**config.mk**
```make
export PLATFORM = sky130hd
export DESIGN_NAME = muldiv_unit_flat
export DESIGN_NICKNAME = d
export VERILOG_FILES = /design/src/rtl/muldiv_unit_if.sv /design/src/rtl/muldiv_unit.sv /design/src/flat_wrapper.sv
export SDC_FILE = /design/constraint.sdc
export NUM_CORES = 1
export LEC_CHECK = 0
export ABC_CLOCK_PERIOD_IN_PS = 6100
export BUFFER_PORTS_ARGS = -buffer_cell sky130_fd_sc_hd__buf_2
export CORE_AREA = 4 4 232 234
export CTS_CLUSTER_SIZE = 30
export DETAILED_ROUTE_END_ITERATION = 7
export DIE_AREA = 0 0 236 238
export HOLD_SLACK_MARGIN = 0.05
export PLACE_DENSITY = 0.53
export SLEW_MARGIN = 30
export SYNTH_ARGS = -nofsm -noshare
export SYNTH_HDL_FRONTEND = slang
export SYNTH_SLANG_ARGS = --single-unit
```
**constraint.sdc**
```tcl
create_clock -name clk -period 6.1 [get_ports clk]
set_input_delay 1.525 -clock clk [delete_from_list [all_inputs] [get_ports clk]]
set_output_delay 1.525 -clock clk [all_outputs]
set_load 0.01 [all_outputs]
```
**src/rtl/muldiv_unit_if.sv**
```systemverilog
// Operand/request and writeback bundle between the pipeline and the RV32M multiply/divide unit.
interface muldiv_unit_if #(
  parameter int XLEN = 32
);
  logic            start;
  logic            kill;
  logic [2:0]      funct3;
  logic [XLEN-1:0] rs1_data;
  logic [XLEN-1:0] rs2_data;
  logic [4:0]      rd_in;
  logic            busy;
  logic            done;
  logic            wb_we;
  logic [4:0]      wb_rd;
  logic [XLEN-1:0] result;

  modport master (
    output start, kill, funct3, rs1_data, rs2_data, rd_in,
    input  busy, done, wb_we, wb_rd, result
  );

  modport slave (
    input  start, kill, funct3, rs1_data, rs2_data, rd_in,
    output busy, done, wb_we, wb_rd, result
  );
endinterface

```
**src/rtl/muldiv_unit.sv**
```systemverilog
// Iterative RV32M multiply/divide unit: shift-add multiply, restoring divide, one op in flight.
// Define MULDIV_FAST_MUL_EN to replace the iterative multiply with a single-cycle product.
module muldiv_unit #(
  parameter int XLEN = 32
) (
  input logic         clk,
  input logic         rst,
  muldiv_unit_if.slave bus
);
  typedef enum logic [1:0] {S_IDLE, S_RUN, S_FIN} state_t;

  state_t          r_state;
  logic [2:0]      r_op;
  logic [4:0]      r_rd;
  logic [4:0]      r_cnt;
  logic [XLEN-1:0] r_hi, r_lo, r_b;
  logic            r_neg_p, r_neg_r;
  logic            r_busy, r_done;
  logic [XLEN-1:0] r_result;

  // Operand decode on the live request; only used while idle.
  logic            w_a_sgn, w_b_sgn, w_a_neg, w_b_neg;
  logic [XLEN-1:0] w_a_mag, w_b_mag;
  logic            w_div0, w_ovf, w_quick;
  logic [XLEN-1:0] w_quick_res;

  assign w_a_sgn = (bus.funct3 == 3'd1) || (bus.funct3 == 3'd2) ||
                   (bus.funct3 == 3'd4) || (bus.funct3 == 3'd6);
  assign w_b_sgn = (bus.funct3 == 3'd1) || (bus.funct3 == 3'd4) || (bus.funct3 == 3'd6);
  assign w_a_neg = w_a_sgn & bus.rs1_data[XLEN-1];
  assign w_b_neg = w_b_sgn & bus.rs2_data[XLEN-1];
  assign w_a_mag = w_a_neg ? -bus.rs1_data : bus.rs1_data;
  assign w_b_mag = w_b_neg ? -bus.rs2_data : bus.rs2_data;
  assign w_div0  = bus.funct3[2] && (bus.rs2_data == '0);
  assign w_ovf   = ((bus.funct3 == 3'd4) || (bus.funct3 == 3'd6)) &&
                   (bus.rs1_data == {1'b1, {(XLEN-1){1'b0}}}) && (bus.rs2_data == '1);

`ifdef MULDIV_FAST_MUL_EN
  logic [2*XLEN-1:0] w_fast_mag, w_fast_s;
  assign w_fast_mag = {{XLEN{1'b0}}, w_a_mag} * {{XLEN{1'b0}}, w_b_mag};
  assign w_fast_s   = (w_a_neg ^ w_b_neg) ? -w_fast_mag : w_fast_mag;
  assign w_quick    = w_div0 || w_ovf || !bus.funct3[2];
`else
  assign w_quick    = w_div0 || w_ovf;
`endif

  always_comb begin
    // NOTE: default first so every path assigns and no latch is inferred.
    w_quick_res = '0;
    if (w_div0)
      w_quick_res = bus.funct3[1] ? bus.rs1_data : '1;
    else if (w_ovf)
      w_quick_res = bus.funct3[1] ? '0 : {1'b1, {(XLEN-1){1'b0}}};
`ifdef MULDIV_FAST_MUL_EN
    else if (!bus.funct3[2])
      w_quick_res = (bus.funct3 == 3'd0) ? w_fast_s[XLEN-1:0] : w_fast_s[2*XLEN-1:XLEN];
`endif
  end

  // One radix-2 step. Multiply: {hi,lo} shifts right, multiplier in lo.
  // Divide: remainder in hi, dividend shifts out of lo as quotient shifts in.
  logic [XLEN:0]     w_msum, w_dtrial, w_ddiff;
  logic [XLEN-1:0]   w_next_hi, w_next_lo, w_rem_s, w_quo_s;
  logic [2*XLEN-1:0] w_prod, w_prod_s;
  logic [XLEN-1:0]   w_final;

  assign w_msum   = {1'b0, r_hi} + (r_lo[0] ? {1'b0, r_b} : '0);
  assign w_dtrial = {r_hi, r_lo[XLEN-1]};
  assign w_ddiff  = w_dtrial - {1'b0, r_b};

  always_comb begin
    w_next_hi = w_msum[XLEN:1];
    w_next_lo = {w_msum[0], r_lo[XLEN-1:1]};
    if (r_op[2]) begin
      w_next_hi = w_ddiff[XLEN] ? w_dtrial[XLEN-1:0] : w_ddiff[XLEN-1:0];
      w_next_lo = {r_lo[XLEN-2:0], ~w_ddiff[XLEN]};
    end
  end

  assign w_prod   = {w_next_hi, w_next_lo};
  assign w_prod_s = r_neg_p ? -w_prod : w_prod;
  assign w_quo_s  = r_neg_p ? -w_next_lo : w_next_lo;
  assign w_rem_s  = r_neg_r ? -w_next_hi : w_next_hi;

  always_comb begin
    w_final = w_prod_s[2*XLEN-1:XLEN];
    if (r_op[2])
      w_final = r_op[1] ? w_rem_s : w_quo_s;
    else if (r_op[1:0] == 2'd0)
      w_final = w_prod_s[XLEN-1:0];
  end

  // NOTE: sequential state uses non-blocking assignments so every register sees pre-edge values.
  always_ff @(posedge clk or posedge rst) begin
    if (rst) begin
      r_state  <= S_IDLE;
      r_op     <= '0;
      r_rd     <= '0;
      r_cnt    <= '0;
      r_hi     <= '0;
      r_lo     <= '0;
      r_b      <= '0;
      r_neg_p  <= 1'b0;
      r_neg_r  <= 1'b0;
      r_busy   <= 1'b0;
      r_done   <= 1'b0;
      r_result <= '0;
    end else begin
      case (r_state)
        S_IDLE: begin
          r_done <= 1'b0;
          if (bus.start && !bus.kill) begin
            r_op    <= bus.funct3;
            r_rd    <= bus.rd_in;
            r_cnt   <= '0;
            r_neg_p <= w_a_neg ^ w_b_neg;
            r_neg_r <= w_a_neg;
            if (w_quick) begin
              r_state  <= S_FIN;
              r_done   <= 1'b1;
              r_result <= w_quick_res;
            end else begin
              r_state <= S_RUN;
              r_busy  <= 1'b1;
              r_hi    <= '0;
              r_lo    <= bus.funct3[2] ? w_a_mag : w_b_mag;
              r_b     <= bus.funct3[2] ? w_b_mag : w_a_mag;
            end
          end
        end
        S_RUN: begin
          if (bus.kill) begin
            r_state <= S_IDLE;
            r_busy  <= 1'b0;
          end else begin
            r_hi  <= w_next_hi;
            r_lo  <= w_next_lo;
            r_cnt <= r_cnt + 5'd1;
            if (r_cnt == 5'(XLEN-1)) begin
              r_state  <= S_FIN;
              r_busy   <= 1'b0;
              r_done   <= 1'b1;
              r_result <= w_final;
            end
          end
        end
        S_FIN: begin
          r_state <= S_IDLE;
          r_done  <= 1'b0;
        end
        default: r_state <= S_IDLE;
      endcase
    end
  end

  // A flush landing in the completion cycle suppresses the writeback.
  assign bus.busy   = r_busy;
  assign bus.done   = r_done & ~bus.kill;
  assign bus.wb_we  = r_done & ~bus.kill;
  assign bus.wb_rd  = r_rd;
  assign bus.result = r_result;
endmodule

```
**src/flat_wrapper.sv**
```systemverilog
// flat-port wrapper written by rule: the top's interface ports become plain ports
module muldiv_unit_flat 
#(
  parameter int XLEN = 32
)
  (clk, rst, bus_start, bus_kill, bus_funct3, bus_rs1_data, bus_rs2_data, bus_rd_in, bus_busy, bus_done, bus_wb_we, bus_wb_rd, bus_result);
  muldiv_unit_if #(.XLEN(XLEN)) bus_i ();
  input logic clk;
  input logic rst;
  input wire logic [$bits(bus_i.start)-1:0] bus_start;
  input wire logic [$bits(bus_i.kill)-1:0] bus_kill;
  input wire logic [$bits(bus_i.funct3)-1:0] bus_funct3;
  input wire logic [$bits(bus_i.rs1_data)-1:0] bus_rs1_data;
  input wire logic [$bits(bus_i.rs2_data)-1:0] bus_rs2_data;
  input wire logic [$bits(bus_i.rd_in)-1:0] bus_rd_in;
  output wire logic [$bits(bus_i.busy)-1:0] bus_busy;
  output wire logic [$bits(bus_i.done)-1:0] bus_done;
  output wire logic [$bits(bus_i.wb_we)-1:0] bus_wb_we;
  output wire logic [$bits(bus_i.wb_rd)-1:0] bus_wb_rd;
  output wire logic [$bits(bus_i.result)-1:0] bus_result;
  assign bus_i.start = bus_start;
  assign bus_i.kill = bus_kill;
  assign bus_i.funct3 = bus_funct3;
  assign bus_i.rs1_data = bus_rs1_data;
  assign bus_i.rs2_data = bus_rs2_data;
  assign bus_i.rd_in = bus_rd_in;
  assign bus_busy = bus_i.busy;
  assign bus_done = bus_i.done;
  assign bus_wb_we = bus_i.wb_we;
  assign bus_wb_rd = bus_i.wb_rd;
  assign bus_result = bus_i.result;
  muldiv_unit #(.XLEN(XLEN)) u_core (.clk(clk), .rst(rst), .bus(bus_i));
endmodule
```
# Yosys cells after proc, flatten, opt, wreduce, memory -nomap -nowiden
# Index checks and enable logic that the tools add are counted.
[totals] regBits=147 latchBits=0 ramBits=0 romBits=0 inputBits=76 output_inout_bits=40 elab_cells=116 n_memories=0
[op_classes] n_addsub=8 multipliers=0 div=0 order_cmp=0 n_eq_ne=15 shifts=0 mux=49 bitwise=7 reduce_logical=25
[op_table] operator="$mux W32" count=27
[op_table] operator="$pmux W32 S2" count=3
[op_table] operator="$neg A32 Y32" count=4
[op_table] operator="$eq A32 B32 Y1 const B" count=2
[op_table] operator="$mux W64" count=1
[op_table] operator="$neg A64 Y64" count=1
[op_table] operator="$add A32 B33 Y33" count=1
[op_table] operator="$sub A33 B32 Y33" count=1
[op_table] operator="$logic_not A32 Y1" count=1
[op_table] operator="$mux W5" count=2
[op_table] operator="$pmux W5 S2" count=1
[op_table] operator="$reduce_and A3 Y1" count=3
[op_table] operator="$mux W1" count=8
[op_table] operator="$mux W2" count=4
[op_table] operator="$reduce_and A4 Y1" count=2
[op_table] operator="$logic_or A1 B1 Y1" count=7
[op_table] operator="$eq A3 B3 Y1 const B" count=2
[op_table] operator="$ne A2 B1 Y1 const B" count=3
[op_table] operator="$add A5 B1 Y5 const B" count=1
[op_table] operator="$eq A5 B5 Y1 const B" count=1
[op_table] operator="$reduce_and A5 Y1" count=1
[op_table] operator="$logic_and A1 B1 Y1" count=4
[op_table] operator="$logic_not A2 Y1" count=2
[op_table] operator="$ne A2 B2 Y1 const B" count=2
[op_table] operator="15 further kinds" count=20

# Depth between registers and ports, before layout
[depth] word_depth=10 depth_mapped=26

# Worst setup path before layout
# Ideal clock, no wire load.
[synth_timing] path_type="reg2reg" start="register u_core.r_lo[31]" end="register u_core.r_result[24] (netlist: u_core.bus.result[24])" arrival_ns=5.830 t_required_ns=5.965 setup_slack_ns=0.135 path_stages_with_launch=26 path_buffers=3 period_less_slack_ns=5.965 cell_sequence="dfrtp_1 > inv_1 > ha_1 > fa_1 > nor2b_1 > o31a_1 > o211ai_4 > a2111o_1 > a31oi_4 > nor2_8 > buf_1 > clkbuf_1 > a21oi_1 > ha_1 > o21ai_0 > nand2b_1 > or2_2 > or3_1 > nand2b_1 > or2_2 > clkbuf_1 > nor4_2 > a31o_2 > xor2_1 > a221oi_1 > o31ai_1"
[synth_between] elab_chain_len=10 elab_cells_between_ends=17
[synth_rtl] element="from (decl)" line_no="muldiv_unit.sv:16" source="logic [XLEN-1:0] r_hi, r_lo, r_b;"
[synth_rtl] element="from (signal assigned)" line_no="muldiv_unit.sv:126" source="r_lo <= bus.funct3[2] ? w_a_mag : w_b_mag;"
[synth_rtl] element="from (signal assigned)" line_no="muldiv_unit.sv:137" source="r_lo <= w_next_lo;"
[synth_rtl] element="$sub A33 B32 Y33" line_no="muldiv_unit.sv:69" source="assign w_ddiff = w_dtrial - {1'b0, r_b};"
[synth_rtl] element="$mux W32 or $not A1 Y1 (tied branches)" line_no="muldiv_unit.sv:75, muldiv_unit.sv:76"
[synth_rtl] element="$mux W32" line_no="muldiv_unit.sv:74" source="if (r_op[2]) begin"
[synth_rtl] element="$neg A64 Y64, or another cell as far along" line_no="muldiv_unit.sv:81" source="assign w_prod_s = r_neg_p ? -w_prod : w_prod;"
[synth_rtl] element="$mux W64, or another cell as far along" line_no="muldiv_unit.sv:81"
[synth_rtl] element="$mux W32, on equally long branches" line_no="muldiv_unit.sv:89, muldiv_unit.sv:88"
[synth_rtl] element="$mux W32 (*)" line_no="muldiv_unit.sv:87" source="if (r_op[2])"
[synth_rtl] element="$mux W32 (*)" line_no="muldiv_unit.sv:139" source="if (r_cnt == 5'(XLEN-1)) begin"
[synth_rtl] element="$mux W32 (*)" line_no="muldiv_unit.sv:132" source="if (bus.kill) begin"
[synth_rtl] element="$pmux W32 S2 (*)" line_no="muldiv_unit.sv:109" source="case (r_state)"
[synth_rtl] element="to (signal assigned)" line_no="muldiv_unit.sv:121" source="r_result <= w_quick_res;"
[synth_rtl] element="to (signal assigned)" line_no="muldiv_unit.sv:143" source="r_result <= w_final;"
[synth_rtl] element="to (decl)" line_no="muldiv_unit.sv:19" source="logic [XLEN-1:0] r_result;"
# Every way passes the cells marked *; elsewhere a longest branch is shown, timed or not. The select of a mux whose other input is x is not followed.
# A chain may end at the register's enable or synchronous reset.

# Worst setup path in the final report
[layout_timing] start="register u_core.r_b[0]" end="register u_core.r_result[26] (netlist: u_core.bus.result[26])"
[layout_between] elab_chain_len=10 elab_cells_between_ends=19
[layout_rtl] element="from (decl)" line_no="muldiv_unit.sv:16"
[layout_rtl] element="from (signal assigned)" line_no="muldiv_unit.sv:127" source="r_b <= bus.funct3[2] ? w_b_mag : w_a_mag;"
[layout_rtl] element="$mux W32 or $sub A33 B32 Y33 (tied branches)" line_no="muldiv_unit.sv:67, muldiv_unit.sv:69"
[layout_rtl] element="$add A32 B33 Y33, or another cell as far along" line_no="muldiv_unit.sv:67" source="assign w_msum = {1'b0, r_hi} + (r_lo[0] ? {1'b0, r_b} : '0);"
[layout_rtl] element="$mux W32" line_no="muldiv_unit.sv:74"
[layout_rtl] element="$neg A64 Y64, or another cell as far along" line_no="muldiv_unit.sv:81"
[layout_rtl] element="$mux W64, or another cell as far along" line_no="muldiv_unit.sv:81"
[layout_rtl] element="$mux W32, on equally long branches" line_no="muldiv_unit.sv:89, muldiv_unit.sv:88"
[layout_rtl] element="$mux W32 (*)" line_no="muldiv_unit.sv:87"
[layout_rtl] element="$mux W32 (*)" line_no="muldiv_unit.sv:139"
[layout_rtl] element="$mux W32 (*)" line_no="muldiv_unit.sv:132"
[layout_rtl] element="$pmux W32 S2 (*)" line_no="muldiv_unit.sv:109"
# Marked as above.

==> impl_metrics.toml <==
[run_status]
outcome = "finished clean"

[grt]
grt_pass1_wl_um = 114900
grt_max_degree = 115
grt_util_met2_pct = 43.30
grt-busiest-layer = "met2"
met3_usage_pct = 4.716
met1_usage_pct = 36.20
antenna_found_initial = 6
grt_pass1_vias = 17450
grt_util_all_layers_pct = 26.99
grt-ovfl-total = 0

[sta]
relSlewSlack_pct = 38.55
worst_pin_slew_ns = 0.9168
max_freq_mhz = 172.4
setup_viol = 0
final-hold-violation-count = 0
tns_ns = 0
fin_skew_ns = 0.01496
min_period_ns = 5.800
drv_slew = 0
rsz0062_at_grt = "false"
finalCritPeriodShare_pct = 95.08

[worst_setup_path]
timing.rr.start = "u_core.r_b[0]"
slowest_delay_ns = 0.50
r2r_cells = 21
crit_top_cell = "ha_1"
reg2reg_to = "u_core.bus.result[26]"
path_cells = "ha_1, fa_1, nor2b_2, o31a_1, o211ai_4, a2111o_1, and3_1, nor2_8, buf_4, nand2_1, o211ai_1, o21ai_0, inv_1, ha_1, o2111a_1, nand4b_1, or2_1, o31ai_2, xnor2_1, a2111oi_0, a22o_1"
crit_buf_inv = 2
startpoint = "u_core.r_b[0]"
cp-endpoint = "u_core.bus.result[26]"
path_max_fanout = 27
critPathTopFamily = "compound AO/OA/AOI/OAI gates"
slowest_stage = "a2111oi_0"
cp-end-kind = "flop"
reg2reg_slack_ns = 0.30
crit_required_ns = 6.54
critPathKind = "flop to flop"
cp.depth = 21
arrival_ns = 6.24
startpoint_type = "flop"

[logic_synthesis]
ys_warn_count = 0
synth_seq_area_share_pct = 21.71
avgSynthCellArea_um2 = 7.372
synthArstFlopShare_pct = 100.0
synth_top_area_cell = "dfrtp_1"
syn_area_um2 = 16940
yosys-top-cells-area = "dfrtp_1 (22%), o21ai_0 (7.0%), a21oi_1 (6.0%)"
ys.flop_type = "dfrtp_1"
netlist_instances = 2298
ys_types = 106
synth_nets = 2450
synth_edf_count = 0
yosysTopAreaCellShare_pct = 21.71
ys_ff_latch = 147

[route]
ant_nets = 0
drt-initial-drc-count = 1828
drt_wl_total_um = 78220
vias = 18550
dr.pass1.iters = 5
drcViolationCount = 0
vias_per_cell = 6.044
wl_per_cell_um = 25.49

[final_layout]
ff_latch_area_um2 = 3684
fin_nets = 2520
most-common-layout-cells = "nand2_1 (267), o21ai_0 (238), a21oi_1 (203)"
multi_input_area_um2 = 12460
drive_above_1_share_pct = 12.86
fill_cells = 5548
final_common_cell = "nand2_1"
utilization_pct = 36.70
area_growth_pct = 12.71

[clock_tree]
cts_tree = "yes"
cts_sinks = 147
cts_max_path_buffers = 2
clkLatencyLatePin_ns = 0.50
cts_hold_buffers = 0
cts_buffers = 17
clk_pin_slew_ns = 0.07
cts_max_level = 4
root_buffer = "clkbuf_16"

[place]
port_buffers = 115
dp_hpwl_um = 62560
gp_routability_congestion = 1.024

[power_and_ir_drop]
powerDensity_nw_per_um2 = 676.8
vdd_drop_max_v = 0.0002740
power.total_uw = 12920
p_leak_uw = 0.007758

[run]
drv_cap = 0

[floorplanning]
fp.dieH_um = 238
dieArea_um2 = 56170
dieWidth_um = 236
core_area_um2 = 52020
row_count = 84
initial_core_util_pct = 32.56
io_pins = 116

[worst_hold_path]
hold_path_depth = 2
hold_class = "flop to flop"
cell usage after synthesis (7+ instances only):
cell type,n
ha_1,74
a31o_2,10
o22ai_1,11
nand3b_1,10
nand2_1,267
o41ai_1,11
nand2b_1,29
a31oi_1,33
buf_2,15
a22oi_1,11
o211ai_1,24
o221ai_1,8
or4_1,10
a211oi_1,25
nand4_1,37
nand3_1,37
nor4_1,15
inv_1,77
and2_1,53
nor2_1,187
o21a_1,16
a21o_1,24
mux2_2,18
dfrtp_1,147
a22o_1,24
o21ai_1,8
and3_1,17
mux2i_1,48
or3_1,23
o21ai_0,238
o31ai_1,35
or2_2,18
a21boi_0,13
a21oi_1,204
xnor2_1,99
o2111ai_1,7
a2111oi_0,12
a221oi_1,9
nor3b_1,7
buf_1,15
xor2_1,74
clkbuf_1,100
nor2b_1,10
nor3_1,66
where the power goes:
group          leakage [µW]  switching, µW  internal (µW)
Combinational       0.00557           6500           3310
Clock              0.000292            487            692
Sequential          0.00189            547           1390
Total               0.00776           7530           5390
cell families (layout without fill, tap and decap cells):
| group | Yosys count | in the layout | synth area share, % |
|---|---|---|---|
| muxes | 67 | 67 | 4.099 |
| adders and majority gates | 76 | 76 | 5.702 |
| and+or+nand+nor | 816 | 816 | 23.71 |
| AOI/OAI and AO/OA | 805 | 805 | 30.85 |
| buffers and inverters | 214 | 296 | 4.985 |
| other | 0 | 1 | 0 |
| DFF | 147 | 147 | 21.71 |
| xor gates and xnor gates | 173 | 173 | 8.944 |
per-stage QoR:
stage | hold WS [ns] | cell area (µm²) | worst slack [ns] | std cells
6_report | 0.4979 | 19090 | 0.3004 | 3069
4_1_cts | 0.4990 | 19070 | 0.1677 | 3067
3_5_place_dp | 0.4846 | 18440 | 0.2076 | 3036
2_1_floorplan | 0.4563 | 16940 | 0.1354 | 2298
5_1_grt | 0.5239 | 19090 | 0.01353 | 3068
3_3_place_gp | 0.4709 | 18430 | 0.3099 | 3036
routing by layer:
| metal | up-vias | routed length (µm) |
|---|---|---|
| li1 | 8595 | - |
| met1 | 9031 | 33940 |
| met2 | 782 | 35630 |
| met3 | 136 | 5360 |
| met4 | 6 | 3254 |
| met5 | - | 33 |
registers in the layout, indices dropped and copies added, names as in the netlist:
| register | flops |
|---|---|
| u_core.bus.busy | 1 |
| u_core.r_b | 32 |
| u_core.r_neg_p | 1 |
| u_core.r_op | 3 |
| u_core.r_lo | 32 |
| u_core.bus.result | 32 |
| u_core.r_cnt | 5 |
| u_core.r_hi | 32 |
| u_core.r_neg_r | 1 |
| u_core.r_done | 1 |
| u_core.r_state | 2 |
| u_core.bus.wb_rd | 5 |
worst min-delay path by stage:
stage,from,endpoint,slack [ns]
2_1_floorplan,u_core.r_done,u_core.r_done,0.46
3_3_place_gp,u_core.bus.result[5],u_core.bus.result[5],0.47
3_5_place_dp,u_core.bus.result[5],u_core.bus.result[5],0.48
4_1_cts,u_core.bus.result[5],u_core.bus.result[5],0.50
5_1_grt,u_core.bus.wb_rd[0],u_core.bus.wb_rd[0],0.52
6_report,u_core.bus.result[5],u_core.bus.result[5],0.50
cell type report:
cell class / count / share of cell area (%)
multi-input combinational: 1937 / 65.26
sequential: 147 / 19.29
timing repair buffer: 185 / 6.061
tap: 688 / 4.508
clock buffer: 19 / 2.320
inverter: 80 / 1.599
clock inverter: 12 / 0.9501
antenna: 1 / 0.01311
worst register-to-register path, cell delays in order (launching register included):
cell and delay, ns:
dfrtp_1 0.40, ha_1 0.24, fa_1 0.43, nor2b_2 0.19
o31a_1 0.27, o211ai_4 0.16, a2111o_1 0.48, and3_1 0.27
nor2_8 0.12, buf_4 0.42, nand2_1 0.11, o211ai_1 0.12
o21ai_0 0.19, inv_1 0.14, ha_1 0.25, o2111a_1 0.28
nand4b_1 0.16, or2_1 0.41, o31ai_2 0.32, xnor2_1 0.09
a2111oi_0 0.50, a22o_1 0.20
timing repair:
action,4_1_cts,5_1_grt
setup buffers,0,1
gates resized for setup,0,4
endpoints found under the setup margin,0,13
(Power assumes the default switching activity.)
